<file path="src/rtl/imfilter_pkg.sv">
// Shared types and default constants for the UART image-filter frame sequencer.
// Latency: n/a (types and constants only).
// Backpressure: n/a.
package imfilter_pkg;

    typedef enum logic [2:0] {
        ST_IDLE = 3'd0,
        ST_RECV = 3'd1,
        ST_PROC = 3'd2,
        ST_SEND = 3'd3,
        ST_DONE = 3'd4
    } ctrl_state_t;

    localparam int unsigned DEF_D_BITS      = 8;
    localparam int unsigned DEF_N           = 3;
    localparam int unsigned DEF_TIMEOUT_CYC = 100000;

endpackage

</file>
<file path="src/rtl/imfilter_frame_ctrl_if.sv">
// Groups the rx / operator / tx / status signals of the frame sequencer.
// Latency: n/a (wires only).
// Backpressure: operator req/ack handshake; tx paced by one tx_done per byte.
interface imfilter_frame_ctrl_if
    import imfilter_pkg::*;
#(
    parameter int unsigned D_BITS = DEF_D_BITS
);
    logic [D_BITS-1:0] i_rx_data;
    logic              i_rx_done;
    logic              o_op_req;
    logic [D_BITS-1:0] o_op_data;
    logic              i_op_ack;
    logic [D_BITS-1:0] i_op_result;
    logic [D_BITS-1:0] o_tx_data;
    logic              o_tx_enable;
    logic              i_tx_done;
    logic              o_busy;
    logic              o_frame_done;
    logic              o_err_timeout;
    logic              o_overrun;

    modport slave (
        input  i_rx_data, i_rx_done, i_op_ack, i_op_result, i_tx_done,
        output o_op_req, o_op_data, o_tx_data, o_tx_enable,
               o_busy, o_frame_done, o_err_timeout, o_overrun
    );

    modport master (
        output i_rx_data, i_rx_done, i_op_ack, i_op_result, i_tx_done,
        input  o_op_req, o_op_data, o_tx_data, o_tx_enable,
               o_busy, o_frame_done, o_err_timeout, o_overrun
    );
endinterface

</file>
<file path="src/rtl/imfilter_frame_buf.sv">
// N x D_BITS pixel register file, one write port, one asynchronous read port, no reset.
// Latency: write lands on the next clock edge; read is combinational.
// Backpressure: none; out-of-range read addresses return zero.
module imfilter_frame_buf #(
    parameter int unsigned D_BITS = 8,
    parameter int unsigned N      = 3,
    parameter int unsigned AW     = 2
)(
    input  logic              clk_i,
    input  logic              we_i,
    input  logic [AW-1:0]     addr_i,
    input  logic [D_BITS-1:0] wdata_i,
    output logic [D_BITS-1:0] rdata_o
);
    logic [D_BITS-1:0] mem_q [N];

    // Pixel storage; contents survive reset on purpose.
    always_ff @(posedge clk_i) begin
        if (we_i) begin
            mem_q[addr_i] <= wdata_i;
        end
    end

    assign rdata_o = (addr_i < AW'(N)) ? mem_q[addr_i] : '0;
endmodule

</file>
<file path="src/rtl/imfilter_frame_ctrl.sv">
// Frame sequencer: collect N rx bytes, run each through the operator in place, stream results to tx.
// Latency: last rx -> op_req 1 cycle; final ack -> first tx_enable 2 cycles; tx_done -> next tx_enable 1 cycle.
// Backpressure: operator via req/ack, tx one outstanding byte; rx cannot be stalled (late bytes flag overrun).
// Optional: define IMFILTER_CHECKSUM_EN to append a mod-2^D_BITS sum of the results after the N-th byte.
module imfilter_frame_ctrl
    import imfilter_pkg::*;
#(
    parameter int unsigned D_BITS      = DEF_D_BITS,
    parameter int unsigned N           = DEF_N,
    parameter int unsigned TIMEOUT_CYC = DEF_TIMEOUT_CYC
)(
    input  logic i_clk,
    input  logic i_rst_n,
    imfilter_frame_ctrl_if.slave bus
);
    localparam int unsigned IW = $clog2(N + 1);
    localparam int unsigned TW = $clog2(TIMEOUT_CYC + 1);
    localparam logic [IW-1:0] IDX_LAST = IW'(N - 1);
    localparam logic [IW-1:0] IDX_END  = IW'(N);
    localparam logic [TW-1:0] TMO_MAX  = TW'(TIMEOUT_CYC);

    ctrl_state_t       state_q, state_d;
    logic [IW-1:0]     idx_q, idx_d;
    logic [TW-1:0]     tmo_q, tmo_d;
    logic              gap_q, gap_d;
    logic [D_BITS-1:0] tx_data_q, tx_data_d;
    logic              tx_en_q, tx_en_d;
    logic              err_q, err_d;
    logic              ovr_q, ovr_d;
`ifdef IMFILTER_CHECKSUM_EN
    logic [D_BITS-1:0] sum_q, sum_d;
    logic              chk_q, chk_d;
`endif

    logic              buf_we;
    logic [D_BITS-1:0] buf_wdata;
    logic [D_BITS-1:0] buf_rdata;
    logic              op_req;
    logic              op_take;

    // Both ports address the buffer by idx: IDLE/RECV write position, PROC operand, SEND next byte.
    imfilter_frame_buf #(.D_BITS(D_BITS), .N(N), .AW(IW)) u_buf (
        .clk_i   (i_clk),
        .we_i    (buf_we),
        .addr_i  (idx_q),
        .wdata_i (buf_wdata),
        .rdata_o (buf_rdata)
    );

    assign op_req  = (state_q == ST_PROC) && !gap_q;
    assign op_take = bus.i_op_ack && op_req;

    // Next-state, counters and buffer write control.
    always_comb begin
        state_d   = state_q;
        idx_d     = idx_q;
        tmo_d     = tmo_q;
        gap_d     = 1'b0;
        tx_data_d = tx_data_q;
        tx_en_d   = 1'b0;
        err_d     = 1'b0;
        ovr_d     = ovr_q;
        buf_we    = 1'b0;
        buf_wdata = bus.i_rx_data;
`ifdef IMFILTER_CHECKSUM_EN
        sum_d     = sum_q;
        chk_d     = chk_q;
`endif
        case (state_q)
            ST_IDLE: begin
                tmo_d = '0;
                if (bus.i_rx_done) begin
                    buf_we = 1'b1;
                    ovr_d  = 1'b0;
                    if (N == 1) begin
                        idx_d   = '0;
                        state_d = ST_PROC;
                    end else begin
                        idx_d   = IW'(1);
                        state_d = ST_RECV;
                    end
                end
            end
            ST_RECV: begin
                if (bus.i_rx_done) begin
                    // A byte in the expiry cycle still counts: the byte wins over the abort.
                    buf_we = 1'b1;
                    tmo_d  = '0;
                    if (idx_q == IDX_LAST) begin
                        idx_d   = '0;
                        state_d = ST_PROC;
                    end else begin
                        idx_d = idx_q + IW'(1);
                    end
                end else begin
                    tmo_d = (tmo_q == TMO_MAX) ? TMO_MAX : tmo_q + TW'(1);
                    if (tmo_d == TMO_MAX) begin
                        err_d   = 1'b1;
                        state_d = ST_IDLE;
                        idx_d   = '0;
                        tmo_d   = '0;
                    end
                end
            end
            ST_PROC: begin
                if (bus.i_rx_done) ovr_d = 1'b1;
                if (op_take) begin
                    buf_we    = 1'b1;
                    buf_wdata = bus.i_op_result;
                    gap_d     = 1'b1;
                    if (idx_q == IDX_LAST) begin
                        idx_d   = '0;
                        state_d = ST_SEND;
                    end else begin
                        idx_d = idx_q + IW'(1);
                    end
                end
            end
            ST_SEND: begin
                if (bus.i_rx_done) ovr_d = 1'b1;
                if (idx_q == '0) begin
                    // idx is zero only on the first SEND cycle: launch byte 0.
                    tx_data_d = buf_rdata;
                    tx_en_d   = 1'b1;
                    idx_d     = IW'(1);
`ifdef IMFILTER_CHECKSUM_EN
                    sum_d     = buf_rdata;
                    chk_d     = 1'b0;
`endif
                end else if (bus.i_tx_done) begin
                    if (idx_q < IDX_END) begin
                        tx_data_d = buf_rdata;
                        tx_en_d   = 1'b1;
                        idx_d     = idx_q + IW'(1);
`ifdef IMFILTER_CHECKSUM_EN
                        sum_d     = sum_q + buf_rdata;
`endif
                    end else begin
`ifdef IMFILTER_CHECKSUM_EN
                        if (!chk_q) begin
                            tx_data_d = sum_q;
                            tx_en_d   = 1'b1;
                            chk_d     = 1'b1;
                        end else begin
                            idx_d   = '0;
                            state_d = ST_DONE;
                        end
`else
                        idx_d   = '0;
                        state_d = ST_DONE;
`endif
                    end
                end
            end
            ST_DONE: begin
                if (bus.i_rx_done) ovr_d = 1'b1;
                state_d = ST_IDLE;
            end
            default: begin
                state_d = ST_IDLE;
                idx_d   = '0;
                tmo_d   = '0;
            end
        endcase
    end

    // State and control registers; reset abandons any frame in flight.
    always_ff @(posedge i_clk) begin
        if (!i_rst_n) begin
            state_q   <= ST_IDLE;
            idx_q     <= '0;
            tmo_q     <= '0;
            gap_q     <= 1'b0;
            tx_data_q <= '0;
            tx_en_q   <= 1'b0;
            err_q     <= 1'b0;
            ovr_q     <= 1'b0;
`ifdef IMFILTER_CHECKSUM_EN
            sum_q     <= '0;
            chk_q     <= 1'b0;
`endif
        end else begin
            state_q   <= state_d;
            idx_q     <= idx_d;
            tmo_q     <= tmo_d;
            gap_q     <= gap_d;
            tx_data_q <= tx_data_d;
            tx_en_q   <= tx_en_d;
            err_q     <= err_d;
            ovr_q     <= ovr_d;
`ifdef IMFILTER_CHECKSUM_EN
            sum_q     <= sum_d;
            chk_q     <= chk_d;
`endif
        end
    end

    assign bus.o_op_req      = op_req;
    assign bus.o_op_data     = op_req ? buf_rdata : '0;
    assign bus.o_tx_data     = tx_data_q;
    assign bus.o_tx_enable   = tx_en_q;
    assign bus.o_busy        = (state_q != ST_IDLE);
    assign bus.o_frame_done  = (state_q == ST_DONE);
    assign bus.o_err_timeout = err_q;
    assign bus.o_overrun     = ovr_q;
endmodule
</file>
<file path="src/flat_wrapper.sv">
// flat-port wrapper written by rule: the top's interface ports become plain ports
module imfilter_frame_ctrl_flat import imfilter_pkg::*;
#(
    parameter int unsigned D_BITS      = DEF_D_BITS,
    parameter int unsigned N           = DEF_N,
    parameter int unsigned TIMEOUT_CYC = DEF_TIMEOUT_CYC
)
  (i_clk, i_rst_n, bus_i_rx_data, bus_i_rx_done, bus_i_op_ack, bus_i_op_result, bus_i_tx_done, bus_o_op_req, bus_o_op_data, bus_o_tx_data, bus_o_tx_enable, bus_o_busy, bus_o_frame_done, bus_o_err_timeout, bus_o_overrun);
  imfilter_frame_ctrl_if #(.D_BITS(D_BITS)) bus_i ();
  input  logic i_clk;
  input  logic i_rst_n;
  input wire logic [$bits(bus_i.i_rx_data)-1:0] bus_i_rx_data;
  input wire logic [$bits(bus_i.i_rx_done)-1:0] bus_i_rx_done;
  input wire logic [$bits(bus_i.i_op_ack)-1:0] bus_i_op_ack;
  input wire logic [$bits(bus_i.i_op_result)-1:0] bus_i_op_result;
  input wire logic [$bits(bus_i.i_tx_done)-1:0] bus_i_tx_done;
  output wire logic [$bits(bus_i.o_op_req)-1:0] bus_o_op_req;
  output wire logic [$bits(bus_i.o_op_data)-1:0] bus_o_op_data;
  output wire logic [$bits(bus_i.o_tx_data)-1:0] bus_o_tx_data;
  output wire logic [$bits(bus_i.o_tx_enable)-1:0] bus_o_tx_enable;
  output wire logic [$bits(bus_i.o_busy)-1:0] bus_o_busy;
  output wire logic [$bits(bus_i.o_frame_done)-1:0] bus_o_frame_done;
  output wire logic [$bits(bus_i.o_err_timeout)-1:0] bus_o_err_timeout;
  output wire logic [$bits(bus_i.o_overrun)-1:0] bus_o_overrun;
  assign bus_i.i_rx_data = bus_i_rx_data;
  assign bus_i.i_rx_done = bus_i_rx_done;
  assign bus_i.i_op_ack = bus_i_op_ack;
  assign bus_i.i_op_result = bus_i_op_result;
  assign bus_i.i_tx_done = bus_i_tx_done;
  assign bus_o_op_req = bus_i.o_op_req;
  assign bus_o_op_data = bus_i.o_op_data;
  assign bus_o_tx_data = bus_i.o_tx_data;
  assign bus_o_tx_enable = bus_i.o_tx_enable;
  assign bus_o_busy = bus_i.o_busy;
  assign bus_o_frame_done = bus_i.o_frame_done;
  assign bus_o_err_timeout = bus_i.o_err_timeout;
  assign bus_o_overrun = bus_i.o_overrun;
  imfilter_frame_ctrl #(.D_BITS(D_BITS), .N(N), .TIMEOUT_CYC(TIMEOUT_CYC)) u_core (.i_clk(i_clk), .i_rst_n(i_rst_n), .bus(bus_i));
endmodule
</file>
<file path="config.mk">
export PLATFORM = sky130hd
export DESIGN_NAME = imfilter_frame_ctrl_flat
export DESIGN_NICKNAME = d
export VERILOG_FILES = /design/src/rtl/imfilter_pkg.sv /design/src/rtl/imfilter_frame_ctrl_if.sv /design/src/rtl/imfilter_frame_buf.sv /design/src/rtl/imfilter_frame_ctrl.sv /design/src/flat_wrapper.sv
export SDC_FILE = /design/constraint.sdc
export NUM_CORES = 1
export LEC_CHECK = 0
export CAP_MARGIN = 20
export CORE_ASPECT_RATIO = 0.7
export CORE_MARGIN = 1.5
export CORE_UTILIZATION = 40
export DETAILED_ROUTE_END_ITERATION = 16
export GPL_TIMING_DRIVEN = 0
export HOLD_SLACK_MARGIN = 0.03
export RECOVER_POWER = 25
export REMOVE_ABC_BUFFERS = 1
export SLEW_MARGIN = 15
export SYNTH_ARGS = -nofsm -noshare
export SYNTH_HDL_FRONTEND = slang
export SYNTH_SLANG_ARGS = --single-unit
</file>
<file path="constraint.sdc">
create_clock -name i_clk -period 7.9 [get_ports i_clk]
set_input_delay 1.58 -clock i_clk [delete_from_list [all_inputs] [get_ports i_clk]]
set_output_delay 1.58 -clock i_clk [all_outputs]
set_load 0.005 [all_outputs]
</file>
* Word level (Yosys, flattened, before mapping) *
Memory sizes are Yosys's and may differ from the RTL's. A register that Yosys moved wholly into a read port is not among the register bits.
Cells that the tools add are included.

storage, ports and cells
  register bits = 34
  memory bits (writable) = 24
  input port bits = 21
  output and inout bits = 22
  logic and storage cells = 94
  memories kept = 1

operators by class
  add/subtract/negate cells = 2
  magnitude comparators = 1
  equal/unequal tests = 17
  muxes and demuxes = 44
  bitwise operators = 3
  reductions and logical operators = 18

memories
  memory              words  width  rd ports  clocked after memory_dff  write ports  RTL line                  source
  u_core.u_buf.mem_q  3      8      1         1                         1            imfilter_frame_buf.sv:15  logic [D_BITS-1:0] mem_q [N];

operator list
  kind                                                              count
  8-bit two-way mux                                                 7
  17-bit two-way mux                                                3
  17-bit == test (second input constant)                            2
  17-bit one-hot mux with 2 select lines                            1
  3-bit two-way mux                                                 9
  2-bit two-way mux                                                 10
  17-bit by 1-bit adder with 17-bit output (second input constant)  1
  3-bit one-hot mux with 4 select lines                             1
  1-bit two-way mux                                                 10
  2-bit != test (second input constant)                             5
  2-bit one-hot mux with 5 select lines                             1
  3-bit by 2-bit != test with 1-bit output (second input constant)  3
  8-bit AND reduction                                               1
  3-bit by 2-bit == test with 1-bit output (second input constant)  2
  3-bit AND reduction                                               2
  2-bit nonzero test                                                3
  3-bit OR reduction                                                2
  5-bit AND reduction                                               1
  2-bit by 1-bit != test with 1-bit output (second input constant)  2
  1-bit one-hot mux with 2 select lines                             2
  2-bit AND reduction                                               2
  3-bit by 1-bit == test with 1-bit output (second input constant)  1
  3-bit == test (second input constant)                             1
  3-bit zero test                                                   1
  other kinds (9)                                                   12

* Logic depth before layout (Yosys ltp) *
  depth after elaboration = 8
  gate-level depth with buffers = 11
  depth with buffers taken out = 9

* Cells and area by module *
From an unflattened synthesis, not the netlist that was laid out.

second synthesis, totals
  cells, all modules = 335
  area total of the unflattened synthesis = 3188.1 sq um

by module, submodules not included
  module               times used  cells each  area an instance (sq um)  seq. area each (sq um)
  imfilter_frame_ctrl  1           288         2267.2                    680.7
  imfilter_frame_buf   1           47          920.9                     720.7

* Worst setup path after synthesis *
OpenSTA, ideal clock, no wires.

  path kind = register to output
  from = register u_core.state_q[2]
  to = output bus_o_op_data[1]
  arrival = 1.573 ns
  required time = 6.320 ns
  path slack = 4.747 ns
  cell stages (with the launch flop) = 7
  buffers on the path = 2
  path through = dfxtp_1 clkbuf_1 inv_1 nand2_1 or3_1 clkbuf_1 nor4_1

on the way
  word-level cells in the longest chain between the ends = 3

ends and longest elaborated chain
  element                                   RTL line                    source
  from (decl)                               imfilter_frame_ctrl.sv:22   ctrl_state_t state_q, state_d;
  from (signal assigned)                    imfilter_frame_ctrl.sv:183  state_q <= state_d;
  3-bit by 2-bit == test with 1-bit output  imfilter_frame_ctrl.sv:50   assign op_req = (state_q == ST_PROC) && !gap_q;
  1-bit logical AND                         imfilter_frame_ctrl.sv:50
  8-bit two-way mux                         imfilter_frame_ctrl.sv:199  assign bus.o_op_data = op_req ? buf_rdata : '0;
  to (decl)                                 flat_wrapper.sv:18          output wire logic [$bits(bus_i.o_op_data)-1:0] bus_o_op_data;

Every way passes these cells.

* Worst setup path in the final report *
  from = register u_core.state_q[1]
  to = output bus_o_op_data[1]

The elaborated chain is that of the path after synthesis.

==> metrics list <==
- Outcome: completed
* Number of DRC markers after the initial detailed-route iteration: about 250
- Startpoint of the most critical setup path: u_core.state_q[1]$_SDFFE_PN0P_
- Counting every instance in the synthesized netlist gives about 350.
- Num CTS Buffers: 9
- Number of vias after detailed routing: ~2,800
- Counting flops with a built-in enable in the synthesized netlist gives 24.
- Measured against its own limit, the worst slew margin works out to 0.360.
- For this design the static power due to leakage is approximately 1.4 nW.
- Final non-filler cell total: 482
- Data required time at the worst endpoint: 6320 ps
* Met2 global-route usage: 0.260
- Of the total synthesized cell area, the portion taken by AND, OR, NAND and NOR gates is 0.234.
- Die Wd: 112 um
* Hpwl dp: between 5 and 6 mm
* Setup_tns: 0 ps
- For this configuration, the core starts out at a cell density of 0.418.
- CTS max path bufs: 2
- On the final layout, the worst clock skew is roughly 7.6 ps.
- Combinational family with the most area after synthesis: simple AND/OR/NAND/NOR gates
- In the final layout, the share of cells above drive strength 1 is 0.0971.
- The cell sitting at the root of the clock tree is a sky130_fd_sc_hd__clkbuf_16.
* Crit Reg-Reg Startpoint: u_core.state_q[1]$_SDFFE_PN0P_
- Data arrival time of the critical path: 2730 ps
- Worst vdd rail ir drop: around 120 uV
- Fraction of synthesis flops using an asynchronous set or reset pin: 0
- After clock tree synthesis, the repair step resized 0 gates.
* Nature of the critical path endpoint: output port
- Timing would allow up to 232 MHz.
- DRC: 0
- Total power per unit cell area: 199 nW/um2
- The initial antenna violation count came to 0.
- For met1 alone, demand over resource in global routing was 0.288.
- The tightest min-delay check is of the reg2reg type.
* Parity-gate share of the synthesized area counting xor and xnor cells: 0.0238
- The number of endpoints with negative hold slack in the final report came to 0.
- The layer flagged by global routing as most heavily used is met1.
- After clock tree synthesis, the clock-pin slew on the worst setup and hold paths is 50 ps.
- Warning count from the yosys run: 0
- Total wire length after detailed routing: approximately 8.1 mm
- Maximum number of pins on one net before global-route repair: 18
- The first global-routing pass estimated ~13 mm of wire.
* Area growth from synthesis to layout: 21.7%
* Cell row count: 27
- Clock insertion delay at the later pin of the skew report: about 330 ps
- Remaining antenna violation count: 0
- From bottom edge to top edge, the die measures between 70 and 80 um.
- Number of placed cells counting well taps: between 400 and 500
- Final layout net count: 405
- WHS: 448 ps
* Antenna cell count: 0
* Fin. max-slew vios: 0
* TritonCTS clock tree: built
- Quantity of I/O buffers inserted on ports: 42
* Area of the placeable core: slightly below 8000 um2
- The portion of synthesized area spent on multiplexers is 0.0426.
- Total setup buffers inserted after CTS: 0
- Type of the worst setup path: reg2out
- Top flip-flop cell by instance count after synthesis: sky130_fd_sc_hd__dfxtp_1
- Using the TritonRoute via totals, the vias-per-cell ratio works out to between 5 and 6.
* Adder and majority gate portion of the synthesized area: 0.0302
- The average instance in the mapped netlist occupies approximately 9.5 um2.
* Gp weighted congestion: 0.823
- Worst reg-to-reg setup slack: 4440 ps
- The synthesized netlist contains 62 unique library cells.
- After synthesis the cells add up to 3320 um2.
* CTS sink count: 60
* Area enclosed by the die boundary: about 8900 um2
* Router iterations before antenna repair: 4
* Worst reg2reg path endpoint: u_core.u_buf.mem_q[2][1]$_DFFE_PP_
- The synthesized design contains 60 register bits.
- Setup repair after global routing left no endpoint under its margin.
- The via count of the first global-routing pass is between 2,000 and 2,500.
- The share of the Yosys chip area taken by registers is 0.435.
- GR Layer Usage met3: 0.0427
* Io pins: 43
* Ratio of final minimum period to clock period: 0.545
- The number of hold buffers added after CTS was 0.
- Setup violations remaining at the end of the flow were counted as 0.
- Compound-gate portion of the synthesized area: 0.179
* All-layer global routing usage: 0.189
- Of all nets on the critical path, the largest fanout is 16.
- Element type at the critical path start: flop
- The routed design could run at a clock period as short as 4310 ps.
* Worst setup endpoint: bus_o_op_data[1]
* Remaining global-route overflow: 0
- After detailed routing, the average wire length per cell comes to about 17 um.
* Length in cells of the worst reg-to-reg path: 6
- Max capacitance violation total: 0
* Slew at the pin with the worst max-slew slack: approximately 960 ps
* Max H-tree Level: 3
-- stage by stage --
step / total power (W) / util / setup slack [ps] / instance area [um2]
2_1_floorplan: 0.000392 / - / 4840 / 3200
3_3_place_gp: 0.000424 / 0.471 / 3770 / 3740
3_5_place_dp: 0.000424 / 0.471 / 3820 / 3740
4_1_cts: 0.000811 / 0.508 / 3610 / 4040
5_1_grt: 0.000831 / 0.508 / 3430 / 4040
6_report: 0.000804 / 0.508 / 3590 / 4040
-- worst min-delay path by stage --
stage	start	end	slack (ps)	cells past startpoint
2_1_floorplan	u_core.tmo_q[16]$_SDFFE_PN0P_	u_core.tmo_q[16]$_SDFFE_PN0P_	450	2
3_3_place_gp	u_core.bus.o_tx_data[2]$_SDFFE_PN0P_	u_core.bus.o_tx_data[2]$_SDFFE_PN0P_	440	2
3_5_place_dp	u_core.bus.o_tx_data[2]$_SDFFE_PN0P_	u_core.bus.o_tx_data[2]$_SDFFE_PN0P_	450	2
4_1_cts	u_core.bus.o_tx_data[2]$_SDFFE_PN0P_	u_core.bus.o_tx_data[2]$_SDFFE_PN0P_	450	2
5_1_grt	u_core.bus.o_tx_data[3]$_SDFFE_PN0P_	u_core.bus.o_tx_data[3]$_SDFFE_PN0P_	470	2
6_report	u_core.bus.o_tx_data[3]$_SDFFE_PN0P_	u_core.bus.o_tx_data[3]$_SDFFE_PN0P_	450	2
-- Yosys cell counts, types with 4 or more instances --
cell / n / area (um2)
sky130_fd_sc_hd__a211oi_1: 6 / 45.0
sky130_fd_sc_hd__a21oi_1: 21 / 105
sky130_fd_sc_hd__a22o_1: 5 / 43.8
sky130_fd_sc_hd__and2_1: 4 / 25.0
sky130_fd_sc_hd__buf_2: 6 / 30.0
sky130_fd_sc_hd__clkbuf_1: 13 / 48.8
sky130_fd_sc_hd__dfxtp_1: 36 / 721
sky130_fd_sc_hd__edfxtp_1: 24 / 721
sky130_fd_sc_hd__ha_1: 8 / 100
sky130_fd_sc_hd__inv_1: 16 / 60.1
sky130_fd_sc_hd__mux2_2: 9 / 101
sky130_fd_sc_hd__mux2i_1: 4 / 40.0
sky130_fd_sc_hd__nand2_1: 32 / 120
sky130_fd_sc_hd__nand3_1: 12 / 60.1
sky130_fd_sc_hd__nand4_1: 7 / 43.8
sky130_fd_sc_hd__nor2_1: 12 / 45.0
sky130_fd_sc_hd__nor2b_1: 14 / 87.6
sky130_fd_sc_hd__nor3_1: 10 / 50.1
sky130_fd_sc_hd__nor4_1: 10 / 62.6
sky130_fd_sc_hd__o21ai_0: 13 / 65.1
sky130_fd_sc_hd__o31ai_1: 6 / 45.0
sky130_fd_sc_hd__or2_2: 4 / 25.0
sky130_fd_sc_hd__or3_1: 7 / 43.8
sky130_fd_sc_hd__or4_1: 8 / 60.1
sky130_fd_sc_hd__xnor2_1: 6 / 52.6
-- layout by cell type, fill, tap and decap left out, types with 4 or more instances in the layout --
master and instances:
sky130_fd_sc_hd__dfxtp_1 36, sky130_fd_sc_hd__nand2_1 32, sky130_fd_sc_hd__clkdlybuf4s50_1 30, sky130_fd_sc_hd__edfxtp_1 24, sky130_fd_sc_hd__a21oi_1 21, sky130_fd_sc_hd__inv_1 16, sky130_fd_sc_hd__nor2b_1 14, sky130_fd_sc_hd__o21ai_0 13
sky130_fd_sc_hd__nor2_1 12, sky130_fd_sc_hd__nand3_1 12, sky130_fd_sc_hd__dlygate4sd3_1 12, sky130_fd_sc_hd__nor4_1 10, sky130_fd_sc_hd__nor3_1 10, sky130_fd_sc_hd__clkbuf_16 9, sky130_fd_sc_hd__or4_1 8, sky130_fd_sc_hd__ha_1 8
sky130_fd_sc_hd__or3_1 7, sky130_fd_sc_hd__nand4_1 7, sky130_fd_sc_hd__a211oi_1 6, sky130_fd_sc_hd__xnor2_1 6, sky130_fd_sc_hd__o31ai_1 6, sky130_fd_sc_hd__mux2_2 5, sky130_fd_sc_hd__a22o_1 5, sky130_fd_sc_hd__mux2i_1 4
sky130_fd_sc_hd__or2_2 4, sky130_fd_sc_hd__and2_1 4, sky130_fd_sc_hd__mux2_1 4
-- sequential cells by signal, summed over array words and instances (netlist names), named ones only --
name,flops
u_core.bus.o_err_timeout,1
u_core.bus.o_tx_data,8
u_core.gap_q,1
u_core.bus.o_overrun,1
u_core.state_q,3
u_core.bus.o_tx_enable,1
u_core.idx_q,2
u_core.u_buf.mem_q,24
u_core.tmo_q,17
-- final cells by class --
| cell class | count | area [um2] |
|---|---|---|
| clock inverter | 5 | 51.3 |
| clock buffer | 11 | 243 |
| sequential | 60 | 1440 |
| multi-input combinational | 246 | 1690 |
| fill | 737 | 3900 |
| timing repair buffer | 42 | 420 |
| inverter | 17 | 63.8 |
| tap | 101 | 126 |
-- per-layer routing --
metal / routed length (um) / share of wire / up-vias
met5: 0 / 0 / -
met4: 33 / 0.0041 / 0
met3: 448 / 0.056 / 4
met2: 3260 / 0.40 / 80
met1: 4330 / 0.54 / 1317
li1: - / - / 1364
-- power breakdown --
group	switching (W)	internal, W
clock network	0.000136	0.000250
registers	0.0000101	0.000335
logic	0.0000375	0.0000355
-- kinds of logic (layout without fill, tap and decap cells) --
kind of cell | count (synthesis) | count (layout)
XOR/XNOR | 9 | 9
buffers and inverters | 42 | 75
multiplexers | 13 | 13
AND/OR/NAND/NOR | 135 | 135
adder cells (fa/ha/maj) | 8 | 8
AO/OA/AOI/OAI | 81 | 81
flip-flops | 60 | 60
-- critical path: stages (launching register included) --
cell                              delay, ps
sky130_fd_sc_hd__dfxtp_1                640
sky130_fd_sc_hd__nand2_1                310
sky130_fd_sc_hd__or3_1                  530
sky130_fd_sc_hd__nor4_1                 370
sky130_fd_sc_hd__clkdlybuf4s50_1        560
No activity file was read; power rests on OpenSTA's default activity.
